### src/rtl/div_mod_unit.sv
// div_mod_unit: multi-cycle unsigned radix-2 restoring divider for the
// execute-stage modulo instruction. It produces one quotient bit per cycle,
// reports busy back to the control unit, and hands the result and destination
// register to the EWB writeback register with a one-cycle done pulse.
module div_mod_unit #(
  parameter int WIDTH      = 16,
  parameter int REG_ADDR_W = 4
) (
  input  logic                  clk,
  input  logic                  rst_n,
  input  logic                  div_ena,
  input  logic                  flush,
  input  logic                  sel_mod,
  input  logic [WIDTH-1:0]      op_a,
  input  logic [WIDTH-1:0]      op_b,
  input  logic [REG_ADDR_W-1:0] rd_in,
  output logic                  div_state,
  output logic                  done,
  output logic [WIDTH-1:0]      result,
  output logic [REG_ADDR_W-1:0] rd_out,
  output logic                  div_zero
);

  localparam int CNT_W = (WIDTH > 2) ? $clog2(WIDTH) : 1;

  typedef enum logic [1:0] {
    IDLE = 2'b00,
    CALC = 2'b01,
    DONE = 2'b10
  } state_t;

  state_t                  state_r;
  logic [WIDTH-1:0]        quo_r;
  logic [WIDTH-1:0]        rem_r;
  logic [WIDTH-1:0]        div_r;
  logic [CNT_W-1:0]        cnt_r;
  logic                    sel_r;
  logic [REG_ADDR_W-1:0]   rd_r;

  logic                    div_state_r;
  logic                    done_r;
  logic [WIDTH-1:0]        result_r;
  logic [REG_ADDR_W-1:0]   rd_out_r;
  logic                    div_zero_r;

  logic [WIDTH:0]          trial_s;
  logic                    borrow_s;
  logic [WIDTH-1:0]        quo_nxt_s;
  logic [WIDTH-1:0]        rem_nxt_s;
  logic                    start_s;

  // One restoring step: shift the next dividend bit into the partial
  // remainder and subtract the divisor. The partial remainder's MSB is always
  // zero before a shift (it holds at most k bits after k steps), so dropping
  // it keeps the trial exact in WIDTH+1 bits.
  always_comb begin
    trial_s  = {1'b0, rem_r[WIDTH-2:0], quo_r[WIDTH-1]} - {1'b0, div_r};
    borrow_s = trial_s[WIDTH];
    if (!borrow_s) begin
      rem_nxt_s = trial_s[WIDTH-1:0];
      quo_nxt_s = {quo_r[WIDTH-2:0], 1'b1};
    end else begin
      rem_nxt_s = {rem_r[WIDTH-2:0], quo_r[WIDTH-1]};
      quo_nxt_s = {quo_r[WIDTH-2:0], 1'b0};
    end
  end

  // A new operation may be accepted from IDLE or straight out of DONE
  // (back-to-back modulo); flush always rejects the start.
  always_comb begin
    case (state_r)
      IDLE, DONE: start_s = div_ena & ~flush;
      default:    start_s = 1'b0;
    endcase
  end

  // Control FSM, datapath registers and registered outputs.
  always_ff @(posedge clk or negedge rst_n) begin
    if (!rst_n) begin
      state_r     <= IDLE;
      quo_r       <= {WIDTH{1'b0}};
      rem_r       <= {WIDTH{1'b0}};
      div_r       <= {WIDTH{1'b0}};
      cnt_r       <= {CNT_W{1'b0}};
      sel_r       <= 1'b0;
      rd_r        <= {REG_ADDR_W{1'b0}};
      div_state_r <= 1'b0;
      done_r      <= 1'b0;
      result_r    <= {WIDTH{1'b0}};
      rd_out_r    <= {REG_ADDR_W{1'b0}};
      div_zero_r  <= 1'b0;
    end else if (flush) begin
      // Abort: back to IDLE with result/rd_out/div_zero left untouched.
      state_r     <= IDLE;
      div_state_r <= 1'b0;
      done_r      <= 1'b0;
    end else begin
      done_r <= 1'b0;
      case (state_r)
        IDLE, DONE: begin
          if (start_s) begin
            div_r <= op_b;
            sel_r <= sel_mod;
            rd_r  <= rd_in;
            cnt_r <= CNT_W'(WIDTH - 1);
            if (op_b == {WIDTH{1'b0}}) begin
              // Divide by zero finishes at once: quotient all ones,
              // remainder equals the dividend.
              quo_r       <= {WIDTH{1'b1}};
              rem_r       <= op_a;
              state_r     <= DONE;
              div_state_r <= 1'b0;
              done_r      <= 1'b1;
              div_zero_r  <= 1'b1;
              result_r    <= sel_mod ? op_a : {WIDTH{1'b1}};
              rd_out_r    <= rd_in;
            end else begin
              quo_r       <= op_a;
              rem_r       <= {WIDTH{1'b0}};
              state_r     <= CALC;
              div_state_r <= 1'b1;
            end
          end else begin
            state_r     <= IDLE;
            div_state_r <= 1'b0;
          end
        end
        CALC: begin
          quo_r <= quo_nxt_s;
          rem_r <= rem_nxt_s;
          if (cnt_r == {CNT_W{1'b0}}) begin
            state_r     <= DONE;
            div_state_r <= 1'b0;
            done_r      <= 1'b1;
            div_zero_r  <= 1'b0;
            result_r    <= sel_r ? rem_nxt_s : quo_nxt_s;
            rd_out_r    <= rd_r;
          end else begin
            cnt_r       <= cnt_r - {{(CNT_W-1){1'b0}}, 1'b1};
            div_state_r <= 1'b1;
          end
        end
        default: begin
          state_r     <= IDLE;
          div_state_r <= 1'b0;
        end
      endcase
    end
  end

  assign div_state = div_state_r;
  assign done      = done_r;
  assign result    = result_r;
  assign rd_out    = rd_out_r;
  assign div_zero  = div_zero_r;

endmodule
### config.mk
export PLATFORM = sky130hd
export DESIGN_NAME = div_mod_unit
export DESIGN_NICKNAME = d
export VERILOG_FILES = /design/src/rtl/div_mod_unit.sv
export SDC_FILE = /design/constraint.sdc
export NUM_CORES = 1
export LEC_CHECK = 0
export CAP_MARGIN = 10
export CELL_PAD_IN_SITES_DETAIL_PLACEMENT = 1
export CELL_PAD_IN_SITES_GLOBAL_PLACEMENT = 2
export CORE_UTILIZATION = 35
export CTS_CLUSTER_SIZE = 8
export DETAILED_ROUTE_END_ITERATION = 6
export DONT_BUFFER_PORTS = 1
export PLACE_DENSITY_LB_ADDON = 0.08
export SYNTH_ARGS = -nofsm -noshare
export SYNTH_HDL_FRONTEND = slang
export SYNTH_SLANG_ARGS = --single-unit
export TNS_END_PERCENT = 20
### constraint.sdc
create_clock -name clk -period 4.39 [get_ports clk]
set_clock_uncertainty 0.05 [all_clocks]
set_input_delay 0.878 -clock clk [delete_from_list [all_inputs] [get_ports clk]]
set_output_delay 0.878 -clock clk [all_outputs]
set_load 0.01 [all_outputs]
Word-level counts from Yosys, hierarchy flattened
Index checks and enable logic that the tools add are counted.

operators by class
  $add $sub $neg = 2
  muxes and demuxes = 41
  bitwise operators = 2
  reductions and logical operators = 9
  eq/ne operators = 7

operator list
  kind                 number
  $mux 16              8
  $pmux 16 s2          2
  $mux 15              2
  $pmux 15 s2          1
  $mux 4               5
  $sub 16x16->17       1
  $logic_not 16->1     1
  $pmux 4 s2           2
  $mux 1               13
  $mux 2               4
  $ne 2x2->1 const B   4
  $pmux 1 s2           3
  $reduce_and 3->1     2
  $reduce_and 5->1     1
  $logic_not 4->1      1
  $pmux 2 s2           1
  $reduce_and 4->1     1
  $sub 4x1->4 const B  1
  $ne 3x3->1 const B   1
  $eq 2x1->1 const B   1
  $eq 2x2->1 const B   1
  $logic_not 2->1      1
  $reduce_bool 2->1    1
  $reduce_or 2->1      1
  2 further kinds      2

word-level totals
  output and inout port bits = 23
  word-level logic and storage cells = 73
  flip-flop bits (word level) = 81

Depth between registers and ports, before layout
  depth in word-level cells = 6
  gate-level depth with buffers = 12

Worst setup path after synthesis
OpenSTA, ideal clock, no wires.

  path type = register to register
  from = register quo_r[15]
  to = register result_r[3], in the netlist result[3]
  data required time = 4214 ps
  buffers on the path = 1
  arrival = 2584 ps
  clock period less this slack = 2761 ps
  cell stages (with the launch flop) = 12
  setup slack = 1629 ps
  cell sequence = dfrtp_1 -> inv_1 -> ha_1 -> fa_1 -> nand2b_1 -> a21o_1 -> a211oi_1 -> or2_1 -> buf_6 -> mux2i_1 -> a21oi_1 -> a221o_1

between the ends
  word-level cells in the longest chain between the ends = 5

RTL lines
  what                      line  RTL
  start: declaration        33    logic [WIDTH-1:0] quo_r;
  start signal: assignment  81    quo_r <= {WIDTH{1'b0}};
  start signal: assignment  109   quo_r <= {WIDTH{1'b1}};
  start signal: assignment  118   quo_r <= op_a;
  $sub 16x16->17            57    trial_s = {1'b0, rem_r[WIDTH-2:0], quo_r[WIDTH-1]} - {1'b0, div_r};
  $mux 16                   59    if (!borrow_s) begin
  $mux 16                   136   result_r <= sel_r ? rem_nxt_s : quo_nxt_s;
  $mux 16                   131   if (cnt_r == {CNT_W{1'b0}}) begin
  $pmux 16 s2               99    case (state_r)
  end signal: assignment    89    result_r <= {WIDTH{1'b0}};
  end signal: assignment    115   result_r <= sel_mod ? op_a : {WIDTH{1'b1}};
  end signal: assignment    136
  end: declaration          42    logic [WIDTH-1:0] result_r;

No other way between the ends. The select of a mux whose other input is x is not followed.
A chain may end at the register's enable or synchronous reset.

Final worst setup path
  from = register quo_r[15]
  to = register result_r[4], in the netlist result[4]

Same word-level chain as after synthesis.

==> qor.yml <==
cts_root_buf: "clkbuf_16"
holdWs_ns: 0.1669
timing.setup.tns_ns: 0
power_density_mw_per_mm2: 620.4
grt-ovfl-total: 0
path_max_fanout: 20
arrival_ns: 3.76
ios: 64
cp-end-kind: "register"
nets: 619
diodes: 0
clock_sinks: 81
avgSynthCellArea_um2: 8.501
track_usage_pct: 22.67
first_global_vias: 4372
syn-num-nets: 637
yosysWarnings: 0
synthFlopType: "dfrtp_1"
yosys_register_bits: 81
crit_family: "compound AO/OA/AOI/OAI gates"
fmax_ghz: 0.2801
timing.final.max_slew_violations: 0
numPortBuffers: 0
drc: 0
cts_hold_buf: 0
critPathLaunchType: "register"
synth_top_area_share_pct: 41.25
max_stage_delay_ns: 0.72
tightest_slew_ns: 0.9714
antenna_found_initial: 0
period_needed_ns: 3.570
grt_pass1_wl_um: 24980
yosysMostFrequentCell: "dfrtp_1"
die_w_um: 120.5
via_per_inst: 5.748
total_power_mw: 3.334
irDropWorstVdd_mv: 0.1801
leakagePower_nw: 2.261
grt_start_max_net_pins: 82
drt-initial-drc-count: 332
vias: 4259
synth.distinct_cells: 58
placed_area_mm2: 0.005044
num-fill-cells: 1615
async_flop_share_pct: 100.0
layout-drive-gt1-share_pct: 6.726
dp_hpwl_um: 10830
ys_top_cells_by_count: "81 x dfrtp_1, 70 x o21ai_0, 68 x nand2_1"
synthCells: 578
drtAntennaViolNets: 0
hold_path_class: "primary input to asynchronous set/reset pin"
start_util_pct: 36.52
cp_num_buf_inv: 1
multiInputGateArea_mm2: 0.002624
path_cells: "inv_1 -> ha_1 -> fa_1 -> nand2b_1 -> a21o_1 -> a211oi_1 -> or2_1 -> mux2i_1 -> a21oi_1 -> a221o_1"
postCtsSetupBuffers: 0
synth_area_leaders: "dfrtp_1 41%, o21ai_0 7.1%, nand2_1 5.2%, ha_1 4.3%, a21oi_1 3.3%"
cts_buffer_depth: 2
post_cts_resized: 0
maxCapViolations: 0
cp_slowest_cell: "or2_1"
path_clk_slew_ns: 0.07
numCtsBuffers: 9
row_count: 42
chipHeight_um: 120.5
clk_latency_ns: 0.35
slew-limit-headroom_pct: 35.24
synth-edff-count: 0
dieArea_mm2: 0.01452
gp_congestion: 0.8008
synth_seq_area_share_pct: 41.25
core_area_mm2: 0.01345
fin_area_mm2: 0.005374
period_share_pct: 81.32
setup_viol: 0
cts_tree: "built"
rsz0062_at_grt: "no"
worstPathRequired_ns: 4.58
syn-cell-area_mm2: 0.004913
area_growth_pct: 9.371
wl_per_cell_um: 20.76
regArea_mm2: 0.002027
h-tree-depth: 3
status: "completed"
dr.pass1.iters: 5
yosysTopAreaCell: "dfrtp_1"
postRouteWirelength_um: 15380
hold_violations: 0
path_class: "register to register"
==> power breakdown <==
group          switching [mW]  total [mW]  internal [mW]
Combinational           0.871        1.41          0.542
Clock                   0.332       0.860          0.528
Sequential              0.158        1.06          0.903
Total                    1.36        3.33           1.97
==> path summary, 6_finish.rpt <==
check	start	to	slack [ns]	cells after the start
setup / recovery	quo_r[15]$_DFFE_PN0P_	result[4]$_DFFE_PN0P_	0.82	10
hold / removal	rst_n	div_r[4]$_DFFE_PN0P_	0.17	0
setup reg to reg	quo_r[15]$_DFFE_PN0P_	result[4]$_DFFE_PN0P_	0.82	10
hold reg to reg	quo_r[7]$_DFFE_PN0P_	quo_r[7]$_DFFE_PN0P_	0.46	2
max in group asynchronous	rst_n	rem_r[5]$_DFFE_PN0P_	3.90	0
min in group clk	quo_r[7]$_DFFE_PN0P_	quo_r[7]$_DFFE_PN0P_	0.46	2
==> stage by stage <==
step,std cells,setup slack (ns),utilization (%)
2_1_floorplan,578,1.629,-
3_3_place_gp,725,0.9491,37.49
3_5_place_dp,725,0.8521,37.49
4_1_cts,741,0.8304,39.95
5_1_grt,741,0.5870,39.95
6_report,741,0.8201,39.95
==> per-layer routing <==
layer  routed length [µm]  vias up  track usage (%)
li1                     -     2049                -
met4                  181        0            6.019
met2                 6545       99            32.54
met1                 7776     2101            34.16
met3                  878       10            4.670
met5                    0        -                0
==> sequential cells by signal, indices dropped and copies added (netlist names) <==
name       flops
rem_r         15
rd_out         4
div_state      1
done           1
div_r         16
state_r        2
result        16
sel_r          1
cnt_r          4
div_zero       1
quo_r         16
rd_r           4
==> final cells by class <==
class | count | area share [%]
tap | 176 | 4.098
inverter | 26 | 1.816
timing repair buffer | 10 | 1.397
sequential | 81 | 37.72
clock buffer | 11 | 4.703
multi-input combinational | 432 | 48.82
clock inverter | 5 | 1.444
==> kinds of logic (layout without fill, tap and decap cells) <==
family,after synthesis,count (layout),share of synthesized area (%)
AO/OA/AOI/OAI,186,186,23.68
XOR/XNOR,9,9,1.604
adder cells (fa/ha/maj),18,18,4.736
buffers and inverters,65,52,5.449
flip-flops,81,81,41.25
multiplexers,15,15,3.209
AND/OR/NAND/NOR,204,204,20.07
==> cells in the final DEF, fill, tap and decap left out, types with 3 or more instances in the layout <==
cell       count
dfrtp_1       81
o21ai_0       70
nand2_1       68
nor2_1        38
a21oi_1       32
inv_1         25
nor3_1        19
or3_1         17
a31oi_1       17
ha_1          17
nor2b_1       14
a21o_1        12
nand3_1       12
buf_4         10
o211ai_1       9
mux2i_1        9
clkbuf_16      9
nor4_1         6
o31ai_1        6
a221oi_1       6
mux2_2         6
nand4_1        5
xor2_1         5
o21a_1         5
nand2b_1       4
and2_1         4
a211oi_1       4
xnor2_1        4
a221o_1        4
nor3b_1        3
or2_2          3
and3_1         3
a21boi_0       3
No activity file was read; power rests on OpenSTA's default activity.
